File: src/rtl/spi_slave.sv
// SPI mode-0 target, MSB first, fully oversampled in the clk domain.
// Optional feature: define SPI_SLAVE_MISO_OE_EN to add miso_oe_o for a shared MISO line.
module spi_slave #(
    parameter int unsigned DATA_W      = 8,
    parameter int unsigned SYNC_STAGES = 2
) (
    input  logic              clk,
    input  logic              reset,
    input  logic              sclk_i,
    input  logic              cs_n_i,
    input  logic              mosi_i,
    output logic              miso_o,
`ifdef SPI_SLAVE_MISO_OE_EN
    output logic              miso_oe_o,
`endif
    input  logic [DATA_W-1:0] tx_data_i,
    input  logic              tx_valid_i,
    output logic              tx_ready_o,
    output logic [DATA_W-1:0] rx_data_o,
    output logic              rx_valid_o,
    input  logic              rx_ready_i,
    output logic              busy_o,
    output logic              overrun_o
);

    localparam int unsigned CntW = $clog2(DATA_W + 1);
    localparam logic [CntW-1:0] CntMax = CntW'(DATA_W);

    typedef enum logic {StIdle, StActive} state_e;

    logic [SYNC_STAGES-1:0] sclk_sync_q, cs_sync_q, mosi_sync_q, flush_q;
    logic                   sclk_prev_q, cs_prev_q, armed_q;
    logic                   s_sclk, s_cs_n, s_mosi;

    assign s_sclk = sclk_sync_q[SYNC_STAGES-1];
    assign s_cs_n = cs_sync_q[SYNC_STAGES-1];
    assign s_mosi = mosi_sync_q[SYNC_STAGES-1];

    // armed_q blocks a frame start until cs_n has been seen high with real (non-preset)
    // synchroniser contents, so a reset in mid-frame drops the rest of that frame.
    always_ff @(posedge clk) begin
        if (reset) begin
            sclk_sync_q <= '0;
            cs_sync_q   <= '1;
            mosi_sync_q <= '0;
            flush_q     <= '0;
            sclk_prev_q <= 1'b0;
            cs_prev_q   <= 1'b1;
            armed_q     <= 1'b0;
        end else begin
            sclk_sync_q <= {sclk_sync_q[SYNC_STAGES-2:0], sclk_i};
            cs_sync_q   <= {cs_sync_q[SYNC_STAGES-2:0], cs_n_i};
            mosi_sync_q <= {mosi_sync_q[SYNC_STAGES-2:0], mosi_i};
            flush_q     <= {flush_q[SYNC_STAGES-2:0], 1'b1};
            sclk_prev_q <= s_sclk;
            cs_prev_q   <= s_cs_n;
            if (&flush_q && s_cs_n) armed_q <= 1'b1;
        end
    end

    state_e            state_q;
    logic [CntW-1:0]   bit_cnt_q;
    logic [DATA_W-1:0] rx_sh_q, tx_sh_q, hold_q, rx_data_q;
    logic              full_q, rx_valid_q, overrun_q, miso_q;

    logic              sclk_rise, sclk_fall, start, active_run, cs_rise, reload;
    logic              word_done, tx_load;
    logic [CntW-1:0]   cnt_inc;
    logic [DATA_W-1:0] rx_word, tx_sh_d;

    always_comb begin
        sclk_rise  = s_sclk & ~sclk_prev_q & ~s_cs_n;
        sclk_fall  = ~s_sclk & sclk_prev_q & ~s_cs_n;
        start      = (state_q == StIdle) & armed_q & ~s_cs_n & cs_prev_q;
        active_run = (state_q == StActive) & ~s_cs_n;
        cs_rise    = (state_q == StActive) & s_cs_n;
        reload     = start | (active_run & sclk_fall & (bit_cnt_q == '0));
        cnt_inc    = bit_cnt_q + 1'b1;
        word_done  = active_run & sclk_rise & (cnt_inc == CntMax);
        rx_word    = {rx_sh_q[DATA_W-2:0], s_mosi};
        tx_load    = tx_valid_i & ~full_q;
        tx_sh_d    = tx_sh_q;
        if (reload) begin
            tx_sh_d = full_q ? hold_q : '0;
        end else if (active_run && sclk_fall) begin
            tx_sh_d = {tx_sh_q[DATA_W-2:0], 1'b0};
        end
    end

    always_ff @(posedge clk) begin
        if (reset) begin
            state_q    <= StIdle;
            bit_cnt_q  <= '0;
            rx_sh_q    <= '0;
            tx_sh_q    <= '0;
            hold_q     <= '0;
            full_q     <= 1'b0;
            rx_data_q  <= '0;
            rx_valid_q <= 1'b0;
            overrun_q  <= 1'b0;
            miso_q     <= 1'b0;
        end else begin
            overrun_q <= 1'b0;
            tx_sh_q   <= tx_sh_d;
            // Consume before load: a same-cycle load keeps the holding register full.
            full_q    <= (full_q & ~reload) | tx_load;
            if (tx_load) hold_q <= tx_data_i;

            if (word_done) begin
                rx_data_q  <= rx_word;
                rx_valid_q <= 1'b1;
                overrun_q  <= rx_valid_q & ~rx_ready_i;
            end else if (rx_ready_i) begin
                rx_valid_q <= 1'b0;
            end

            if (start || active_run) begin
                miso_q <= tx_sh_d[DATA_W-1];
            end

            unique case (state_q)
                StIdle: begin
                    if (start) begin
                        state_q   <= StActive;
                        bit_cnt_q <= '0;
                    end
                end
                StActive: begin
                    if (cs_rise) begin
                        state_q   <= StIdle;
                        bit_cnt_q <= '0;
                        rx_sh_q   <= '0;
`ifndef SPI_SLAVE_MISO_OE_EN
                        miso_q    <= 1'b0;
`endif
                    end else if (sclk_rise) begin
                        rx_sh_q   <= rx_word;
                        bit_cnt_q <= word_done ? '0 : cnt_inc;
                    end
                end
                default: state_q <= StIdle;
            endcase
        end
    end

    assign busy_o     = (state_q == StActive);
    assign miso_o     = miso_q;
    assign tx_ready_o = ~full_q;
    assign rx_data_o  = rx_data_q;
    assign rx_valid_o = rx_valid_q;
    assign overrun_o  = overrun_q;
`ifdef SPI_SLAVE_MISO_OE_EN
    assign miso_oe_o  = busy_o;
`endif

endmodule

File: config.mk
export PLATFORM = sky130hd
export DESIGN_NAME = spi_slave
export DESIGN_NICKNAME = d
export VERILOG_FILES = /design/src/rtl/spi_slave.sv
export SDC_FILE = /design/constraint.sdc
export NUM_CORES = 1
export LEC_CHECK = 0
export ABC_AREA = 1
export CAP_MARGIN = 15
export CORE_MARGIN = 5
export CORE_UTILIZATION = 40
export CTS_CLUSTER_SIZE = 8
export DETAILED_ROUTE_END_ITERATION = 10
export GPL_TIMING_DRIVEN = 0
export SYNTH_ARGS = -nofsm -noshare
export SYNTH_HDL_FRONTEND = slang
export SYNTH_SLANG_ARGS = --single-unit
File: constraint.sdc
create_clock -name clk -period 1.8 [get_ports clk]
set_input_delay 0.54 -clock clk [delete_from_list [all_inputs] [get_ports clk]]
set_output_delay 0.54 -clock clk [all_outputs]
set_load 0.02 [all_outputs]
* Word-level counts from Yosys, hierarchy flattened
Cells that the tools add are included.
** Word-level totals
- Register bits after elaboration :: 51
- Input port bits :: 15
- Output and inout port bits :: 13
- Logic and storage cells :: 79
** Cells by class
- $add $sub $neg :: 1
- Equality and inequality tests :: 3
- Multiplexer cells :: 19
- Bitwise operators :: 26
- Reductions and logical operators :: 11
** Operator list (number)
- 2-to-1 mux 8 bit :: 3
- AND 1 bit :: 16
- 2-to-1 mux 4 bit :: 4
- 2-to-1 mux 7 bit :: 2
- 2-to-1 mux 1 bit :: 8
- NOT 1 bit :: 8
- one-hot mux 4 bit (2 select lines) :: 1
- AND reduction 2 bit :: 3
- nonzero test 2 bit :: 3
- adder 4 x 1 -> 4 bit, second input constant :: 1
- equality test 4 bit, second input constant :: 1
- logical NOT 4 bit :: 1
- != test 3 x 1 -> 1 bit, second input constant :: 1
- logical AND 1 bit :: 2
- != test 2 bit, second input constant :: 1
- OR 1 bit :: 2
- one-hot mux 1 bit (2 select lines) :: 1
- OR reduction 2 bit :: 1
- logical OR 1 bit :: 1

* Logic depth before layout (Yosys ltp)
- Depth after elaboration :: 10
- Gate-level depth with buffers :: 10

* Least setup slack after synthesis
OpenSTA, ideal clock, no wires.
- Path type :: register -> register
- From :: register state_q (netlist: busy_o)
- To :: register miso_q (netlist: miso_o)
- Library setup time :: 0.109 ns
- Arrival :: 1.243 ns
- Path slack :: 0.448 ns
- Cell stages (with the launch flop) :: 10
- Cells stage by stage :: dfxtp_1 inv_2 nor2_4 nand2_2 nand2_2 nand2_1 nand2_1 nand3_1 nand2_1 inv_1
** Between the ends
- Word-level cells in the longest chain between the ends :: 9
** Ends and longest elaborated chain
- start: declaration :: line 61 : state_e state_q;
- start signal: assignment :: line 92 : state_q <= StIdle;
- start signal: assignment :: line 124 : state_q <= StActive;
- start signal: assignment :: line 130 : state_q <= StIdle;
- NOT 1 bit
- AND 1 bit (3 in a row) :: line 74 : start = (state_q == StIdle) & armed_q & ~s_cs_n & cs_prev_q;
- OR 1 bit :: line 77 : reload = start | (active_run & sclk_fall & (bit_cnt_q == '0));
- 2-to-1 mux 8 bit :: line 83 : if (reload) begin
- 2-to-1 mux 1 bit :: line 117 : if (start || active_run) begin
- 2-to-1 mux 1 bit :: line 129 : if (cs_rise) begin
- 2-to-1 mux 1 bit * :: line 121 : unique case (state_q)
- end signal: assignment :: line 118 : miso_q <= tx_sh_d[DATA_W-1];
- end: declaration :: line 64 : logic full_q, rx_valid_q, overrun_q, miso_q;
Mark *: on every way between the ends. The rest lies on a longest branch, timed or not. The select of a mux whose other input is x is not followed.
A chain may end at the register's enable or synchronous reset.

* Worst setup path after layout
- From :: register rx_data_q[0] (netlist: rx_data_o[0])
- To :: output port rx_data_o[0]
** RTL lines
- start: declaration :: line 63 : logic [DATA_W-1:0] rx_sh_q, tx_sh_q, hold_q, rx_data_q;
- start signal: assignment :: line 110 : rx_data_q <= rx_word;
- end: declaration :: line 19 : output logic [DATA_W-1:0] rx_data_o,
No word-level cell between the ends.

==> flow_metrics.env <==
export IMPL_clock_path_buffers=2
export IMPL_synth_seq_cells=51
export IMPL_die_h_um=83.10
export IMPL_worstSkewPairLatency_ns=0.30
export IMPL_ys_types=22
export IMPL_cap_violations=0
export IMPL_tightest_slew_ns=0.4898
export IMPL_start_kind="register"
export IMPL_max_freq_mhz=565.7
export IMPL_gp_congestion=0.7984
export IMPL_cts_hold_buffers_added=0
export IMPL_h_tree_depth=2
export IMPL_timing_final_ws_setup_ns=0.03226
export IMPL_ys_seq_area_share_pct=47.78
export IMPL_fin_worst_skew_ns=0.01114
export IMPL_dp_hpwl_mm=3.022
export IMPL_core_area_um2=5140
export IMPL_ys_warnings_count=0
export IMPL_leakagePower_uw=0.001186
export IMPL_hp_start="sclk_sync_q[0]"
export IMPL_p_clk_share_pct=32.7
export IMPL_register_area_um2=1021
export IMPL_critPathKind="register to primary output"
export IMPL_syn_inst=286
export IMPL_slowest_delay_ns=0.60
export IMPL_n_fill_cell=540
export IMPL_post_route_drc_count=0
export IMPL_root_buffer="clkbuf_8"
export IMPL_slew_headroom_pct=67.35
export IMPL_cp_top_family="buffers and inverters"
export IMPL_synth_area_um2=2137
export IMPL_ant_nets=0
export IMPL_r2r_setup_slack_ns=0.23
export IMPL_reg2regPathDepth=9
export IMPL_min_period_ns=1.768
export IMPL_grt_overflow=0
export IMPL_setup_tns_final_ns=0
export IMPL_diodes=0
export IMPL_end_kind="primary output"
export IMPL_avgViaCountPerCell=4.529
export IMPL_grt_max_degree=15
export IMPL_holdCritPathClass="register to register"
export IMPL_numCtsBuffers=5
export IMPL_power_frac_seq_pct=60.4
export IMPL_critPathBufInv=1
export IMPL_syn_num_nets=304
export IMPL_grt_pass1_vias=1631
export IMPL_max_vdd_ir_drop_mv=0.3740
export IMPL_fin_nets=338
export IMPL_die_x_um=83.10
export IMPL_setup_viol=0
export IMPL_start_util_pct=41.58
export IMPL_tritoncts="built"
export IMPL_layout_drive_gt1_share_pct=10.28
export IMPL_drtIter0Drc=70
export IMPL_drt_first_pass_iters=4
export IMPL_final_cell_mix="nand2_1 (63), dfxtp_1 (51), inv_1 (36)"
export IMPL_io_pins=28
export IMPL_areaGrowthSynthToFinish_pct=20.90
export IMPL_fin_util_pct=50.27
export IMPL_rows=26
export IMPL_rsz0062_at_grt="false"
export IMPL_grt_pass1_wl_mm=7.127
export IMPL_antenna_found_initial=0
export IMPL_final_hold_viol_count=0
export IMPL_timing_rr_start="bit_cnt_q[0]"
export IMPL_min_path_cells=2
export IMPL_p_sw_share_pct=23.11
export IMPL_power_switching_uw=448.2
export IMPL_dieArea_um2=6905
export IMPL_path_cells="clkdlybuf4s50_1"
export IMPL_arrival_ns=1.23
export IMPL_vias=1771
export IMPL_drv_slew=0
export IMPL_critical_path_slowest_cell="clkdlybuf4s50_1"
export IMPL_detail_route_wl_per_cell_um=10.77
export IMPL_required_ns=1.26
export IMPL_cts_num_sinks=51
export IMPL_r2r_end="rx_data_o[7]"
export IMPL_period_share_pct=98.21
export IMPL_timing_hold_ws_ns=0.4047
export IMPL_power_frac_comb_pct=6.9
export IMPL_cts_setup_buffers=0
export IMPL_place_ws_ns=-0.2754
export IMPL_power_density_nw_per_um2=750.8
export IMPL_status="complete, no violations"
export IMPL_syn_area_per_cell_um2=7.472
export IMPL_multi_input_area_um2=920.9
export IMPL_portBuffers=27
export IMPL_hold_path_endpoint="sclk_sync_q[1]"
export IMPL_path_clk_slew_ns=0.09
export IMPL_critPathMaxFanout=2
export IMPL_wl_mm=4.210
export IMPL_mostFrequentLayoutCell="nand2_1"
export IMPL_track_usage_pct=12.48
export IMPL_internal_power_uw=1492
==> sequential cells by signal, indices dropped and copies added, names as in the netlist <==
register / cells
hold_q: 8
rx_data_o: 8
tx_sh_q: 8
rx_sh_q: 7
bit_cnt_q: 4
cs_sync_q: 2
flush_q: 2
mosi_sync_q: 2
sclk_sync_q: 2
armed_q: 1
busy_o: 1
cs_prev_q: 1
full_q: 1
miso_o: 1
overrun_o: 1
rx_valid_o: 1
sclk_prev_q: 1
==> layer usage <==
| metal | track usage [%] | wire length (um) | part of all wire, % |
|---|---|---|---|
| met1 | 14.00 | 1939 | 46 |
| met5 | 0 | 0 | 0 |
| met2 | 22.52 | 2061 | 49 |
| met3 | 3.663 | 166 | 3.9 |
| met4 | 4.012 | 43 | 1.0 |
==> worst max path at each step <==
stage / from / depth (start not counted) / to / slack (ns)
2_1_floorplan: busy_o / 9 / miso_o / 0.45
3_3_place_gp: reset / 6 / rx_data_o[3] / -0.29
3_5_place_dp: reset / 6 / rx_data_o[3] / -0.28
4_1_cts: rx_data_o[4] / 1 / rx_data_o[4] / 0.002
5_1_grt: rx_data_o[0] / 1 / rx_data_o[0] / 0.001
6_report: rx_data_o[0] / 1 / rx_data_o[0] / 0.03
==> metrics by stage <==
stage          area, um2  instances  power, uW
6_report            2584        391       1940
5_1_grt             2584        391       2034
4_1_cts             2569        391       1979
3_5_place_dp        2495        383       1335
3_3_place_gp        2495        383       1334
2_1_floorplan       2137        286       1275
==> timing repair <==
| item | 4_1_cts | 5_1_grt |
|---|---|---|
| cloned | 0 | 0 |
| endpoints found under the setup margin | 6 | 12 |
| resized for setup | 6 | 8 |
==> cells in the mapped netlist, drive strengths merged <==
master | count | area (um2)
a32o | 1 | 10.01
buf | 4 | 25.02
ha | 3 | 37.54
a21oi | 16 | 80.08
nand3 | 19 | 107.6
nand4 | 10 | 62.56
o21ai | 13 | 65.06
nor2 | 48 | 222.7
clkbuf | 4 | 15.01
dfxtp | 51 | 1021
nand2 | 66 | 255.3
nand3b | 9 | 67.56
or2 | 2 | 12.51
inv | 38 | 142.6
clkinv | 2 | 12.51
==> power by group through the flow <==
stage | registers, uW | logic [uW] | clock network, uW
2_1_floorplan | 1190 | 80.3 | 0
3_3_place_gp | 1200 | 136 | 0
3_5_place_dp | 1200 | 137 | 0
4_1_cts | 1170 | 136 | 672
5_1_grt | 1180 | 154 | 705
6_report | 1170 | 134 | 635
==> kinds of logic after synthesis <==
group                      count (synthesis)  synth area share [%]
AOI/OAI and AO/OA                         30                 7.260
DFF                                       51                 47.78
adders and majority gates                  3                 1.757
and+or+nand+nor                          154                 34.08
buffers and inverters                     48                 9.133
==> final cells by class <==
type / count / share of cell area [%]
clock inverters: 1 / 0.1937
multi-input cells: 187 / 35.64
repair buffers: 27 / 10.70
flip-flops and latches: 51 / 39.52
inverters: 40 / 6.005
plain buffers: 8 / 1.598
well taps: 70 / 3.390
clock buffers: 7 / 2.954
Note: power is estimated with default switching activity, not from simulation.
